==> config.mk <==
export PLATFORM = sky130hd
export DESIGN_NAME = datapath_arbiter
export DESIGN_NICKNAME = d
export VERILOG_FILES = /design/src/rtl/datapath_arbiter.sv
export SDC_FILE = /design/constraint.sdc
export NUM_CORES = 1
export LEC_CHECK = 0
export ABC_AREA = 1
export CELL_PAD_IN_SITES_DETAIL_PLACEMENT = 1
export CELL_PAD_IN_SITES_GLOBAL_PLACEMENT = 2
export CORE_ASPECT_RATIO = 2
export CORE_UTILIZATION = 32
export DETAILED_ROUTE_END_ITERATION = 10
export PLACE_DENSITY = 0.95
export SYNTH_ARGS = -nofsm -noshare
export SYNTH_HDL_FRONTEND = slang
export SYNTH_HIERARCHICAL = 1
export SYNTH_SLANG_ARGS = --single-unit
==> constraint.sdc <==
create_clock -name clk -period 4.97 [get_ports clk]
set_input_delay 1.2425 -clock clk [delete_from_list [all_inputs] [get_ports clk]]
set_output_delay 1.2425 -clock clk [all_outputs]
set_load 0.02 [all_outputs]
==> src/rtl/datapath_arbiter.sv <==
// datapath_arbiter: two-requester round-robin front end for the shared arithmetic datapath.
// Build option DPCTL_FIXED_PRIO_EN selects fixed priority (requester 0 wins ties). Rev 1.0
`default_nettype none

module datapath #(
  parameter int N = 16
) (
  input  logic [N-1:0] A,
  input  logic [N-1:0] B,
  input  logic [2:0]   opcode,
  output logic [N-1:0] Y,
  output logic         co
);
  always_comb begin
    Y  = '0;
    co = 1'b0;
    case (opcode)
      3'b000: {co, Y} = {1'b0, A} + {1'b0, B};
      3'b001: {co, Y} = {1'b0, A} - {1'b0, B};  // co is the borrow
      3'b010: Y = A & B;
      3'b011: Y = A | B;
      3'b100: Y = A ^ B;
      3'b101: begin
        Y  = A << 1;
        co = A[N-1];
      end
      3'b110: begin
        Y  = {A[N-1], A[N-1:1]};
        co = A[0];
      end
      default: begin
        Y  = '0;
        co = 1'b0;
      end
    endcase
  end
endmodule

module datapath_arbiter #(
  parameter int N = 16
) (
  input  logic         clk,
  input  logic         rst_n,
  input  logic         req0_valid,
  output logic         req0_ready,
  input  logic [N-1:0] req0_a,
  input  logic [N-1:0] req0_b,
  input  logic [2:0]   req0_op,
  input  logic         req1_valid,
  output logic         req1_ready,
  input  logic [N-1:0] req1_a,
  input  logic [N-1:0] req1_b,
  input  logic [2:0]   req1_op,
  output logic         rsp_valid,
  input  logic         rsp_ready,
  output logic [N-1:0] rsp_y,
  output logic         rsp_co,
  output logic         rsp_id
);
  typedef enum logic [1:0] {
    IDLE = 2'd0,
    EXEC = 2'd1,
    RESP = 2'd2
  } state_t;

  state_t      state, state_next;
  logic [N-1:0] a_q, b_q;
  logic [2:0]  op_q;
  logic        last_grant;
  logic        tie_to_0;
  logic        grant0, grant1;
  logic [N-1:0] dp_y;
  logic        dp_co;

  always_comb begin
    state_next = state;
    grant0     = 1'b0;
    grant1     = 1'b0;
`ifdef DPCTL_FIXED_PRIO_EN
    // last_grant keeps being tracked but never changes the tie outcome
    tie_to_0   = last_grant | 1'b1;
`else
    tie_to_0   = last_grant;
`endif
    case (state)
      IDLE: begin
        if (rst_n) begin
          grant0 = req0_valid & (~req1_valid | tie_to_0);
          grant1 = req1_valid & ~grant0;
        end
        if (grant0 | grant1) state_next = EXEC;
      end
      EXEC:    state_next = RESP;
      RESP:    if (rsp_ready) state_next = IDLE;
      default: state_next = IDLE;
    endcase
  end

  assign req0_ready = grant0;
  assign req1_ready = grant1;
  assign rsp_valid  = (state == RESP);

  datapath #(.N(N)) u_datapath (
    .A      (a_q),
    .B      (b_q),
    .opcode (op_q),
    .Y      (dp_y),
    .co     (dp_co)
  );

  always_ff @(posedge clk or negedge rst_n) begin
    if (!rst_n) begin
      state      <= IDLE;
      a_q        <= '0;
      b_q        <= '0;
      op_q       <= '0;
      last_grant <= 1'b1;
      rsp_y      <= '0;
      rsp_co     <= 1'b0;
      rsp_id     <= 1'b0;
    end else begin
      state <= state_next;
      if (grant0 | grant1) begin
        a_q        <= grant1 ? req1_a  : req0_a;
        b_q        <= grant1 ? req1_b  : req0_b;
        op_q       <= grant1 ? req1_op : req0_op;
        rsp_id     <= grant1;
        last_grant <= grant1;
      end
      if (state == EXEC) begin
        rsp_y  <= dp_y;
        rsp_co <= dp_co;
      end
    end
  end
endmodule

`default_nettype wire

== Word-level counts from Yosys, hierarchy flattened ==
Cells that the tools add are included.

* Flip-flop bits (word level): 56
* Word-level logic and storage cells: 47
* Input bits: 75

* Mux-type cells: 14
* $add $sub $neg: 2
* Bitwise logic cells: 10
* Eq/ne operators: 10
* Reductions and logical operators: 3

{| class="wikitable"
|+ Operators with widths
! cell !! number
|-
| $pmux W16 S7 || 1
|-
| $mux W16 || 2
|-
| $add A16 B16 Y17 || 1
|-
| $sub A16 B16 Y17 || 1
|-
| $and A16 B16 Y16 || 1
|-
| $or A16 B16 Y16 || 1
|-
| $xor A16 B16 Y16 || 1
|-
| $eq A3 B3 Y1 const B || 3
|-
| $eq A3 B2 Y1 const B || 2
|-
| $mux W1 || 6
|-
| $pmux W2 S3 || 1
|-
| $mux W2 || 2
|-
| $pmux W1 S4 || 1
|-
| $eq A3 B1 Y1 const B || 1
|-
| $logic_not A3 Y1 || 1
|-
| $mux W3 || 1
|-
| $or A1 B1 Y1 || 3
|-
| $and A1 B1 Y1 || 2
|-
| $eq A2 B1 Y1 const B || 1
|-
| $eq A2 B2 Y1 const B || 1
|-
| $logic_not A2 Y1 || 1
|-
| $ne A2 B1 Y1 const B || 1
|-
| $ne A2 B2 Y1 const B || 1
|-
| $not A1 Y1 || 2
|-
| $reduce_and A2 Y1 || 1
|}

== Logic depth before layout (Yosys ltp) ==
* Word-level depth: 10
* Gate-level depth with buffers: 14

== Modules after synthesis ==
The synthesis kept the hierarchy.

{| class="wikitable"
|+ Modules (own cells, without submodules)
! module !! area an instance (µm²) !! times used !! sequential area each (µm²) !! cells an instance
|-
| datapath || 2914.0 || 1 || 0.0 || 548
|-
| datapath_arbiter || 2795.2 || 1 || 1402.6 || 331
|}

== Worst setup path before layout ==
OpenSTA, ideal clock, no wires.

* Path kind: input -> output
* From: input port req1_valid
* To: output port req1_ready
* Path slack: 1.768 ns
* Arrival time: 1.960 ns
* Required time: 3.728 ns
* Stages: 6
* Buffers on the path: 2
* Cells stage by stage: nand2_1 > nand2_2 > nand3_1 > buf_2 > buf_4 > inv_2

* Cells in the longest elaborated chain, start to end: 8

{| class="wikitable"
|+ RTL lines
! element !! RTL line !! text
|-
| start: declaration || 49 || <nowiki>input logic req1_valid,</nowiki>
|-
| $not A1 Y1 || 88 || <nowiki>grant0 = req0_valid & (~req1_valid | tie_to_0);</nowiki>
|-
| $or A1 B1 Y1 || 88 ||
|-
| $and A1 B1 Y1 || 88 ||
|-
| $not A1 Y1 || 89 || <nowiki>grant1 = req1_valid & ~grant0;</nowiki>
|-
| $and A1 B1 Y1 (*) || 89 ||
|-
| $mux W1 (*) || 87 || <nowiki>if (rst_n) begin</nowiki>
|-
| $mux W1 (*) (2 in series) || 85 || <nowiki>case (state)</nowiki>
|-
| end: declaration || 50 || <nowiki>output logic req1_ready,</nowiki>
|}

Every way passes the cells marked *; elsewhere a longest branch is shown, timed or not. The select of a mux whose other input is x is not followed.

== Final worst setup path ==
* From: input port req1_valid
* To: output port req0_ready

* Cells in the longest elaborated chain, start to end: 6

{| class="wikitable"
|+ RTL lines
! element !! RTL line !! text
|-
| $not A1 Y1 || 88 ||
|-
| $or A1 B1 Y1 || 88 ||
|-
| $and A1 B1 Y1 || 88 ||
|-
| $mux W1 || 87 ||
|-
| $mux W1 (2 in series) || 85 ||
|-
| end: declaration || 45 || <nowiki>output logic req0_ready,</nowiki>
|}

Every way passes these cells. The select of a mux whose other input is x is not followed.

==> flow_summary.ini <==
[pwr]
powerDensity_nw_per_um2 = 703
p_sw_mw = 2.75
internal_power_mw = 2.13
p_seq_share_pct = 18.6
p_clk_share_pct = 9.2
switching_share_pct = 56.4
cellLeakagePower_nw = 3.61
p_comb_share_pct = 72.2
ir_worst_vdd_v = 0.000281

[place]
place_ws_ns = 0.807
port_buffers = 95
hpwl_um = 16600
gp_congestion = 0.928

[yosys]
synth_largest_area_cell = dfrtp_1
synth_area_leaders = dfrtp_1, nand2_1, nand3_1
ys_warn_count = 6
synth-seq-cells = 56
synth_common_cells = nand2_1, inv_1, nand3_1
syn_area_um2 = 5710
synth_most_common_cell = nand2_1
synthCells = 879
yosysSeqAreaShare_pct = 24.6
postSynthNetCount = 1007
yosysUniqueCellTypes = 39
synth-main-ff-cell = dfrtp_1
synth-edff-count = 0
yosys.area.top_type_share_pct = 24.1
postSynth.asyncResetShare_pct = 100
syn_area_per_cell_um2 = 6.50

[routing]
num_vias = 6110
first_pass_iters = 4
drcViolationCount = 0
wire_per_inst_um = 17.6
drt_iter0_drc = 195
ant_nets = 0
wl_um = 20500
avgViaCountPerCell = 5.26

[clock_network]
clock_sinks = 56
cts-root-buf = clkbuf_16
postCtsSetupRepairBufs = 0
post_cts_resized = 0
clockBufferDepth = 2
holdBufCountCts = 0
worst_skew_pair.late_latency_ns = 0.31
clk_pin_slew_ns = 0.08
cts_tree = yes
h-tree-depth = 2
numCtsBuffers = 5

[critical_path]
critical_path_buf_inv_count = 5
crit_type = input pin to output port
critPathLaunch = req1_valid
r2r_setup_slack_ns = 2.34
cp_slowest_stage_delay_ns = 0.53
path_cells = clkdlybuf4s50_1 -> nand2_1 -> nand2_2 -> buf_4 -> inv_2 -> nand2_1 -> inv_2 -> clkdlybuf4s50_1
cp-end-kind = output port
rr_startpoint = a_q[11]
cp-start-kind = input pin
worstPathRequired_ns = 3.73
endpoint = req0_ready
worst_r2r_endpoint = rsp_co
slowest_stage = clkdlybuf4s50_1
cp.arrival_ns = 2.92
critPathMaxFanout = 36
critical_path.top_delay_family = buffers and inverters
rr_worst_depth = 11
cp.depth = 8

[die]
rows = 68
fp.dieW_um = 96.5
dieArea_um2 = 18400
io_pins = 96
start_util_pct = 32.9
coreArea_um2 = 17400
die_h_um = 191

[sta]
finalHoldViolCount = 0
tns_ns = 0
drv_slew = 0
rsz0062_at_grt = false
max_slew_margin_pct = 45.0
finalCriticalPeriod_ns = 4.16
setup_ws_ns = 0.808
period_share_pct = 83.8
timing.fmax_ghz = 0.240
setup_viol = 0
fin_skew_ns = 0.00590
worst_pin_slew_ns = 0.822

[grt]
grt_pass1_vias = 6535
overflow = 0
track_usage_pct = 23.8
grt_max_degree = 57
grt_pass1_wl_um = 33200
antenna_found_initial = 1

[flow_run]
cap_violations = 0

[outcome]
status = complete, no violations

[final_layout]
drive_above_1_share_pct = 5.37
fillers = 2268
finish.utilization_pct = 40.0
area_growth_syn_to_layout_pct = 21.6
nets = 1077

[hold_path]
hold_path_class = flop to flop
holdPathStages = 2
==> worst min path at each step <==
stage	startpoint	endpoint
2_1_floorplan	last_grant	last_grant
3_3_place_gp	last_grant	last_grant
3_5_place_dp	last_grant	last_grant
4_1_cts	last_grant	last_grant
5_1_grt	rsp_y[15]	rsp_y[15]
6_report	last_grant	last_grant
==> logic make-up (layout without fill, tap and decap cells) <==
logic type | Yosys count | after routing | share of synthesized area [%]
multiplexers | 17 | 17 | 3.35
AO/OA/AOI/OAI | 75 | 75 | 8.09
flip-flops | 56 | 56 | 24.6
buffers and inverters | 201 | 272 | 14.4
adder cells (fa/ha/maj) | 53 | 53 | 11.9
AND/OR/NAND/NOR | 477 | 477 | 37.8
other | 0 | 1 | 0
==> worst register-to-register path, delay by kind of cell, from the launching register on <==
| family | cells | cell delay, ns |
|---|---|---|
| simple gates | 8 | 1.19 |
| flops | 1 | 0.42 |
| mux | 1 | 0.31 |
| fa+ha+maj | 1 | 0.48 |
| buf+inv | 1 | 0.13 |
==> sequential cells by signal, summed over array words and instances (netlist names) <==
signal	flops
a_q	16
b_q	16
rsp_y	16
op_q	3
state	2
last_grant	1
rsp_co	1
rsp_id	1
==> placed cells by master, fill, tap and decap left out, types with 21 or more instances in the layout <==
master,instances
a21oi_1,21
clkdlybuf4s50_1,94
dfrtp_1,55
ha_1,51
inv_1,148
nand2_1,230
nand3_1,138
nand4_1,41
nor2_1,42
o22ai_1,24
==> power by group through the flow <==
stage / logic, mW / clock network [mW] / registers (mW)
after floorplan: 2.37 / 0 / 0.929
after global placement: 3.44 / 0 / 0.898
after detailed placement: 3.52 / 0 / 0.913
after CTS: 3.53 / 0.460 / 0.907
after global routing: 3.93 / 0.472 / 0.941
final: 3.52 / 0.450 / 0.906
==> cell type report <==
class                   count  area (µm²)  share of cell area [%]
repair buffers            103        1010                    14.5
flip-flops and latches     56        1400                    20.2
well taps                 210         263                    3.78
clock buffers               6         139                    2.00
multi-input cells         622        3490                    50.2
clock inverters             2        38.8                   0.559
inverters                 161         604                    8.70
diodes                      1        2.50                  0.0360
==> per-layer routing <==
metal	up-vias	global-route usage, %	share of wire (%)
li1	2985	-	-
met1	2936	24.3	36
met2	144	45.0	56
met3	45	1.63	2.1
met4	0	14.4	5.7
met5	-	0	0
==> per-stage QoR <==
stage	power (mW)	area, µm²	cells	hold WS (ns)
2_1_floorplan	3.29	5710	879	0.449
3_3_place_gp	4.33	6760	1152	0.466
3_5_place_dp	4.43	6760	1152	0.473
4_1_cts	4.90	6940	1160	0.485
5_1_grt	5.34	6940	1161	0.512
6_report	4.88	6940	1161	0.483
Power figures use the tool's default switching activity.
